### config.mk
export PLATFORM = sky130hd
export DESIGN_NAME = bidirectional_shift_register
export DESIGN_NICKNAME = d
export VERILOG_FILES = /design/src/rtl/bidirectional_shift_register_pkg.sv /design/src/rtl/bidirectional_shift_register.sv
export SDC_FILE = /design/constraint.sdc
export NUM_CORES = 1
export LEC_CHECK = 0
export ABC_AREA = 1
export BUFFER_PORTS_ARGS = -buffer_cell sky130_fd_sc_hd__buf_2
export CORE_AREA = 2 2 39 41
export CTS_CLUSTER_DIAMETER = 100
export DETAILED_ROUTE_END_ITERATION = 10
export DIE_AREA = 0 0 41 43
export GPL_TIMING_DRIVEN = 0
export SETUP_SLACK_MARGIN = 0.3
export SLEW_MARGIN = 20
export SYNTH_ARGS = -nofsm -noshare
export SYNTH_HDL_FRONTEND = slang
export SYNTH_SLANG_ARGS = --single-unit
### constraint.sdc
create_clock -name clk -period 1.94 [get_ports clk]
set_input_delay 0.582 -clock clk [delete_from_list [all_inputs] [get_ports clk]]
set_output_delay 0.582 -clock clk [all_outputs]
set_load 0.005 [all_outputs]
### src/rtl/bidirectional_shift_register_pkg.sv
// Shared definitions for the bidirectional shift register and its bench.
package bidirectional_shift_register_pkg;

  // Encoding of the dir input: 1 shifts toward the MSB, 0 toward the LSB.
  typedef enum logic {
    DIR_RIGHT = 1'b0,
    DIR_LEFT  = 1'b1
  } shift_dir_e;

endpackage

### src/rtl/bidirectional_shift_register.sv
// Serial-in, parallel-out shift register with per-edge direction select.
// Every non-reset edge shifts one position and inserts data at the vacated end.
module bidirectional_shift_register
  import bidirectional_shift_register_pkg::*;
#(
  parameter int unsigned DATA_WID = 8
) (
  input  logic                clk,
  input  logic                rst,
  input  logic                data,
  input  logic                dir,
  output logic [DATA_WID-1:0] out
);

  logic [DATA_WID-1:0] shift_q;
  logic [DATA_WID-1:0] shift_d;

  // Next-state mux: left inserts at bit 0, right inserts at the MSB.
  always_comb begin
    shift_d = shift_q;
    if (dir == DIR_LEFT) begin
      shift_d = {shift_q[DATA_WID-2:0], data};
    end else begin
      shift_d = {data, shift_q[DATA_WID-1:1]};
    end
  end

  // State register; synchronous reset takes priority over shifting.
  always_ff @(posedge clk) begin
    if (rst) begin
      shift_q <= '0;
    end else begin
      shift_q <= shift_d;
    end
  end

  assign out = shift_q;

endmodule

# After elaboration in Yosys (flattened, before gate mapping)
# Index checks and enable logic that the tools add are counted.
# word_totals
register_bits	8
inputBits	4
out_inout_bits	8
wordCells	2
# op_classes
n_mux	1
# op_table
cell	n
two-way mux 8 bit	1

# Depth between registers and ports, before layout
# Gate-level depths: netlist (run 1).
# logic_depth
ltp_word	1
depth_mapped	5
depth_no_buf	4

# Least setup slack after synthesis (run 1)
# Ideal clock, no wire load.
# synth_path
path_kind	input to register
start	input port dir
end	register shift_q[5] (netlist: out[5])
arrival_ns	0.965
t_required_ns	1.828
slack_ns	0.863
path_stages	4
n_path_buf	2
path_cell_list	buf_6 buf_12 nor2_2 nor2_2
# synth_via
elab_chain_cells	1
# synth_lines
item	line_no	source
start: declaration	bidirectional_shift_register.sv:11	input logic dir,
two-way mux 8 bit	bidirectional_shift_register.sv:21	if (dir == DIR_LEFT) begin
end signal: assignment	bidirectional_shift_register.sv:33	shift_q <= shift_d;
end: declaration	bidirectional_shift_register.sv:15	logic [DATA_WID-1:0] shift_q;
# Every way passes these cells.
# A chain may end at the register's enable or synchronous reset.

# Worst setup path in the final report (run 1)
# layout_path
start	register shift_q[5] (netlist: out[5])
end	output port out[5]
# layout_lines
item	line_no	source
end: declaration	bidirectional_shift_register.sv:12	output logic [DATA_WID-1:0] out
# No word-level cell between the ends.

==> results.md, run 1 <==
- Walking the worst path, the cells encountered are buf_2.
- The number of flip-flops in the largest register is 8.
- The floorplan step set the die height to 43 µm.
- The dominant cell type by area after synthesis is sky130_fd_sc_hd__dfxtp_1.
- The synthesized netlist contains 10 unique library cells.
- The H-tree depth is 1.
- The antenna diode count is 0.
- After detailed routing, the number of vias per cell comes to 3.850.
- The number of buffer cells added on primary ports is 10.
- At the pin with the least slew margin, the transition time is 125.3 ps.
- The starting utilization of the core area is 27.22%.
- The number of sinks on the clock net is 8.
- Summing over every cut layer, the via total after detailed routing is 308.
- Routability-driven placement finished with a final weighted congestion of 0.7324.
- For the worst flop-to-flop path, the logic depth is 4.
- The number of warnings issued by yosys is 0.
- After clock tree synthesis, the repair step resized 0 gates.
- The worst hold path passes through 2 cells.
- Including well taps, the total number of placed cells is 77.
- Dividing the final minimum period by the clock period gives 68.58%.
- The first detailed-routing pass took 4 iterations.
- The largest individual stage delay along the critical path comes from the cell sky130_fd_sc_hd__dfxtp_1.
- The cell family with the largest share of critical-path delay is flip-flops.
- The average cell area after synthesis is 7.385 µm².
- The async set-reset flop share out of synthesis is 0%.
- The total power of the final layout is 0.3694 mW.
- Counting both buffers and inverters, the worst setup path holds a total of 1.
- Of the synthesized area, sequential elements account for 42.52%.
- At the worst endpoint, the arrival time is 750 ps.
- The remaining antenna violation count is 0.
- The overall die width is 41 µm.
- Ranked by instance count, the synthesized netlist is headed by sky130_fd_sc_hd__nand2_1 (12), sky130_fd_sc_hd__nor2_1 (12), sky130_fd_sc_hd__dfxtp_1 (8), sky130_fd_sc_hd__inv_1 (8), sky130_fd_sc_hd__nor2_2 (4).
- Hold repair after CTS inserted 0 buffers.
- The area added between synthesis and finish is 24.58%.
- The count of standard-cell rows is 14.
- The path class of the tightest hold or removal check is reg -> reg.
- The worst endpoint required time is 1360 ps.
- The startpoint identified for the worst hold timing path is out[7].
- Derived from the worst setup path, the maximum achievable clock frequency is 0.7516 GHz.
- The worst-case vdd ir drop is 317.6 µV.
- The final routed DRC violation total is 0.
- The number of maximum-capacitance violations is 0.
- The startpoint kind of the worst setup timing path is a register.
- After detailed routing, the average wire length per cell comes to 8.488 µm.
- The number of endpoints failing setup at the final stage is 0.
- The count of buffers added by post-CTS timing repair for setup is 0.
- The final instance count without filler cells is 80.
- The accumulated negative setup slack is 0 ps.
- The total detailed-routing wirelength is 679 µm.
- The static leakage is 0.2520 nW.
- In the synthesized netlist, the number of instances is 51.
- The number of global-route vias before repair is 271.
- The nature of the critical path endpoint is an output port.
- The area of the die is 1763 µm².
- The complex-gate fraction of the synthesized area is 0%.
- For this run, the total global-route usage over all layers was measured as 9.246%.
- The most used flip-flop cell after synthesis is sky130_fd_sc_hd__dfxtp_1.
- When the netlist entered floorplanning its net count stood at 55.
- Fill cells in the final layout number 162.
- The worst relative slew slack is 91.63%.
- The arithmetic-cell share of the synthesized area counting full adders, half adders and majority gates is 0%.
- The number of DRC violations after detailed-routing iteration 0 is 3.
- In this run the critical register-to-register path is launched from out[5].
- The worst path in the final design needs a cycle of 1330 ps, including I/O delays and setup.
- The mapped netlist covers 376.6 µm².
- The setup skew after layout is 0.9870 ps.
- In this run, synthesis inferred 0 flip-flops with an integrated enable.
- The setup slack of the most critical reg-to-reg path is 1300 ps.
- Setup repair after global routing left no endpoint under its margin.
- The final max-slew violation count was 0.
- By area the synthesized netlist is led by sky130_fd_sc_hd__dfxtp_1 (43%), sky130_fd_sc_hd__nand2_1 (12%), sky130_fd_sc_hd__nor2_1 (12%), sky130_fd_sc_hd__inv_1 (8.0%), sky130_fd_sc_hd__nor2_2 (6.6%).
- Counting along the longest clock path gives a buffer depth of 2.
- The post-synthesis mux area share is 0%.
- The total overflow left after global routing is 0.
- The critical register-to-register path endpoint is out[6].
- The final hold violation count is 0.
- The first-pass GRT wire length is 1021 µm.
- Of the total synthesized cell area, the portion taken by AND, OR, NAND and NOR gates is 39.87%.
- The flow ran to the end, and the final reports show no timing, DRC or antenna violations.
- Buffers inserted during clock tree synthesis total 3.
- Clock tree synthesis selected as its root buffer the cell sky130_fd_sc_hd__clkbuf_4.
- Measured on the finished design, the core utilization comes to 33.91%.
- The critical path's largest stage delay is 370 ps.
- The number of synthesized register bits is 8.
- Pin placement for this block handled 12 I/O pins.
- The endpoint with the worst hold slack is out[6].
- In this run the power density over the cells is 787.2 nW/µm².
- The HPWL after detailed placement is 498.1 µm.
- The largest net degree at the start of global routing is 11.
- At the later pin of the worst-skew pair, clock insertion delay measures 250 ps.
- The dominant combinational cell family by area after synthesis is simple AND/OR/NAND/NOR gates.
- The peak fanout along the critical path is 3.
- The core area is 1384 µm².
- After Yosys synthesis, XOR and XNOR cells account for 0% of the synthesized area.
- Clock-pin slew was measured on the worst setup and hold paths at 60 ps.
- After synthesis, the largest area contributor takes up 42.52% of total cell area.
- TritonCTS built the clock tree.
- The number of nets in the final layout is 70.
- The post-route netlist has 37.50% of its cells at a drive strength greater than 1.
- The number of antenna violations at the first check in global routing is 0.
- The kind of critical path is reg -> out.
==> stage by stage <==
step                worst slack (ps)  cell area [µm²]  hold slack, ps
floorplan                      862.6            376.6           477.3
global placement               833.9            446.7           465.7
detailed placement             826.7            446.7           471.2
CTS                            586.7            469.2           483.2
global route                   567.8            469.2           515.8
finish                         609.6            469.2           486.5
==> logic make-up after synthesis <==
group,Yosys count
buf+inv,11
flops,8
simple gates,32
==> worst max-delay path by stage <==
stage                     slack (ps)  depth (start not counted)     end    from
after floorplan                  860                          4  out[5]     dir
after global placement           830                          4  out[2]     dir
after detailed placement         830                          4  out[7]     dir
after CTS                        590                          1  out[5]  out[5]
after global routing             570                          1  out[5]  out[5]
final                            610                          1  out[5]  out[5]
==> report_power, final <==
group	switching [mW]	internal, mW	total (mW)
logic	0.0306	0.0282	0.0587
clock network	0.0570	0.0708	0.128
registers	0.00746	0.175	0.183
total	0.0950	0.274	0.369
==> cell usage in the layout, fill, tap and decap left out <==
cell                        n
sky130_fd_sc_hd__buf_12     1
sky130_fd_sc_hd__buf_2     10
sky130_fd_sc_hd__buf_6      1
sky130_fd_sc_hd__clkbuf_4   3
sky130_fd_sc_hd__clkinv_2   1
sky130_fd_sc_hd__dfxtp_1    8
sky130_fd_sc_hd__inv_1      8
sky130_fd_sc_hd__nand2_1   12
sky130_fd_sc_hd__nand2_2    2
sky130_fd_sc_hd__nand2_4    2
sky130_fd_sc_hd__nor2_1    12
sky130_fd_sc_hd__nor2_2     4
==> layer usage <==
metal | track usage [%] | up-vias | part of all wire [%]
met4 | 10.00 | 0 | 2.1
met1 | 9.677 | 129 | 49
li1 | - | 171 | -
met3 | 3.141 | 2 | 3.5
met5 | 0 | - | 0
met2 | 12.81 | 6 | 45
==> layout make-up <==
type	count	area (µm²)	area share, %
buffer	2	31.28	6.667
clock buffer	3	22.52	4.800
inverter	9	35.03	7.467
multi-input combinational	32	150.1	32.00
sequential	8	160.2	34.13
tap	16	20.02	4.267
timing repair buffer	10	50.05	10.67
No activity file was read; power rests on OpenSTA's default activity.
==> inputs of run 2 (changes only) <==
clock period = 1.2 ns   (was 1.94 ns; I/O delays follow)
==> results.md, run 2 (synthesis gave the netlist of run 1 again) <==
- Status: completed (unchanged).
- The final HPWL from detailed placement is 498.1 µm (unchanged).
- The number of fill cells is 152 (was 162).
- The antenna diode count is 0 (unchanged).
- The number of buffers added by the clock tree synthesis step was 3 (unchanged).
- The worst path needs 1043 ps of the cycle, external delays included.
- The number of cells on the critical path came to 1 (unchanged).
- Cell Chain, Critical Path: buf_2 (unchanged).
- The overall global routing resource usage came to 9.849% (was 9.246%).
- The area added between synthesis and finish is 44.19% (was 24.58%).
- Setup repair after global routing missed its margin: true (was false).
- The via density per instance is 3.930 (was 3.850).
- The power per unit of standard cell area is 1152 nW/µm² (was 787.2 nW/µm²).
- Highest-count cells in the layout ignoring fill and taps: sky130_fd_sc_hd__nor2_1 (12), sky130_fd_sc_hd__nand2_1 (12), sky130_fd_sc_hd__inv_1 (8), sky130_fd_sc_hd__dfxtp_2 (8), sky130_fd_sc_hd__buf_2 (7) (was sky130_fd_sc_hd__nor2_1 (12), sky130_fd_sc_hd__nand2_1 (12), sky130_fd_sc_hd__buf_2 (10)).
- The count of standard-cell rows was 14 (unchanged).
- The startpoint of the most critical setup path is out[5] (unchanged).
- The remaining antenna violation count was 0 (unchanged).
- The number of endpoints failing setup at the final stage is 0 (unchanged).
- The number of sinks on the clock net is 8 (unchanged).
- The final hold violation count was 0 (unchanged).
- The final weighted congestion in routability-driven placement is 0.7324 (unchanged).
- The critical register-to-register path endpoint is out[5] (was out[6]).
- The overflow left after global routing is 0 (unchanged).
- Derived from the worst setup path, the maximum achievable clock frequency is 0.9591 GHz.
- The final instance area was 543.0 µm² (was 469.2 µm²).
- The via count of the routed design is 338 (was 308).
- The capturing instance or port of the critical path was out[5] (unchanged).
- The average wire per standard cell is 8.419 µm (was 8.488 µm).
- The worst-skew pair later-pin latency is 250 ps (about the same).
- The critical path's largest stage delay was 320 ps (was 370 ps).
- The area of placed instances is 446.7 µm² (unchanged).
- The CTS clock-pin slew for the worst setup and hold paths is 60 ps (about the same).
- The arrival time reported for the critical path endpoint is 680 ps (was 750 ps).
- The overall die width is 41 µm (unchanged).
- The number of antenna violations at the first check in global routing came to 0 (unchanged).
- The startpoint kind of the worst setup timing path is a register (unchanged).
- The first-pass GRT wire length is 1097 µm (was 1021 µm).
- The worst relative slew slack is 91.68% (was 91.63%).
- The cell family with the largest share of critical-path delay is flip-flops (unchanged).
- The number of flip-flops in the largest register is 8 (unchanged).
- The worst endpoint required time is 840 ps (was 1360 ps).
- The maximum clock path buffer count is 2 (unchanged).
- The TritonCTS clock tree is built (unchanged).
- The area of the die is 1763 µm² (unchanged).
- The critical-path cell with the highest stage delay is sky130_fd_sc_hd__dfxtp_2 (was sky130_fd_sc_hd__dfxtp_1).
- The number of buffer cells added on primary ports came to 10 (unchanged).
- The critical register-to-register path startpoint is out[4] (was out[5]).
- The height of the die is 43 µm (unchanged).
- The number of maximum-capacitance violations was 0 (unchanged).
- The worst-margin pin slew is 124.6 ps (was 125.3 ps).
- The largest net degree at the start of global routing came to 11 (unchanged).
- The number of DRC violations after detailed-routing iteration 0 was 4 (was 3).
- The final core area utilization is 39.24% (was 33.91%).
- The static leakage is 0.2893 nW (was 0.2520 nW).
- The number of cells on the worst reg-to-reg path is 5 (was 4).
- The final routed DRC violation total is 0 (unchanged).
- The setup slack of the most critical reg-to-reg path came to 450 ps (was 1300 ps).
- The nature of the critical path endpoint is an output port (unchanged).
- The first-pass iteration count of the detailed router is 4 (unchanged).
- The final worst-path cycle share is 86.88%.
- The worst-case vdd ir drop is 529.5 µV (was 317.6 µV).
- The starting utilization of the core area is 27.22% (unchanged).
- The share of cells above drive strength 1 is 54.29% (was 37.50%).
- The number of primary I/O pins was 12 (unchanged).
- The buffer cell driving the clock tree root is sky130_fd_sc_hd__clkbuf_4 (unchanged).
- The total detailed-routing wirelength is 724 µm (was 679 µm).
- The kind of critical path was reg -> out (unchanged).
- The worst min-delay path class is in -> reg (was reg -> reg).
- The number of global-route vias before repair was 292 (was 271).
- The peak fanout along the critical path is 2 (was 3).
- The number of nets in the final layout is 76 (was 70).
- The final max-slew violation count came to 0 (unchanged).
- The setup skew after layout is 3.019 ps (was 0.9870 ps).
- The H-tree depth is 1 (unchanged).
- The number of buffer and inverter instances along the worst setup path is 1 (unchanged).
- The core area was 1384 µm² (unchanged).
- The accumulated negative setup slack is 0 ps (unchanged).
==> run 2: changes by cell type in the layout (fill, tap and decap cells not counted), sizes merged <==
cell,before,now
buf,12,18
==> run 2: layout make-up <==
class	count	area (µm²)	share of cell area [%]
Sequential cell	8	170.2	31.34
Timing Repair Buffer	16	113.9	20.97
Inverter	9	35.03	6.452
Buffer	2	31.28	5.760
Multi-Input combinational cell	32	150.1	27.65
Clock buffer	3	22.52	4.147
Tap cell	16	20.02	3.687
==> run 2: report_power, final <==
group / internal (mW) / switching, mW / total [mW]
clock: 0.114 / 0.0901 / 0.204
combinational: 0.0673 / 0.0571 / 0.124
sequential: 0.287 / 0.00951 / 0.296
==> run 2: tightest hold or removal path, cell delays in order <==
cell and delay [ps]:
sky130_fd_sc_hd__buf_2 90, sky130_fd_sc_hd__nor2_1 40, sky130_fd_sc_hd__nor2_1 90
==> run 2: per-stage QoR <==
step	power [mW]	hold slack (ps)	std cells	worst slack, ps
5_1_grt	0.6616	377.3	86	135.2
3_5_place_dp	0.3978	471.2	77	308.7
4_1_cts	0.6299	353.9	86	146.2
6_report	0.6253	364.0	86	157.4
3_3_place_gp	0.3962	465.7	77	315.9
2_1_floorplan	0.3674	477.3	51	344.6
==> run 2: worst min-delay path by stage <==
stage | depth (start not counted) | to | start | slack, ps
6_report | 3 | out[7] | data | 360
5_1_grt | 3 | out[7] | data | 380
4_1_cts | 3 | out[7] | data | 350
3_5_place_dp | 2 | out[6] | out[7] | 470
3_3_place_gp | 2 | out[6] | out[7] | 470
2_1_floorplan | 2 | out[6] | out[7] | 480
==> run 2: metal layers <==
layer / track usage (%) / share of wire, %
met5: 0 / 0
met4: 10.00 / 1.9
met3: 3.141 / 7.0
met2: 14.37 / 47
met1: 10.00 / 44
==> run 2: timing repair <==
action                                 CTS  global route
gates resized for setup                  8             3
hold buffers                             0             0
endpoints found under the hold margin    0             0
buffers inserted                         6             0
gates cloned                             0             0
setup endpoints to repair                8             8
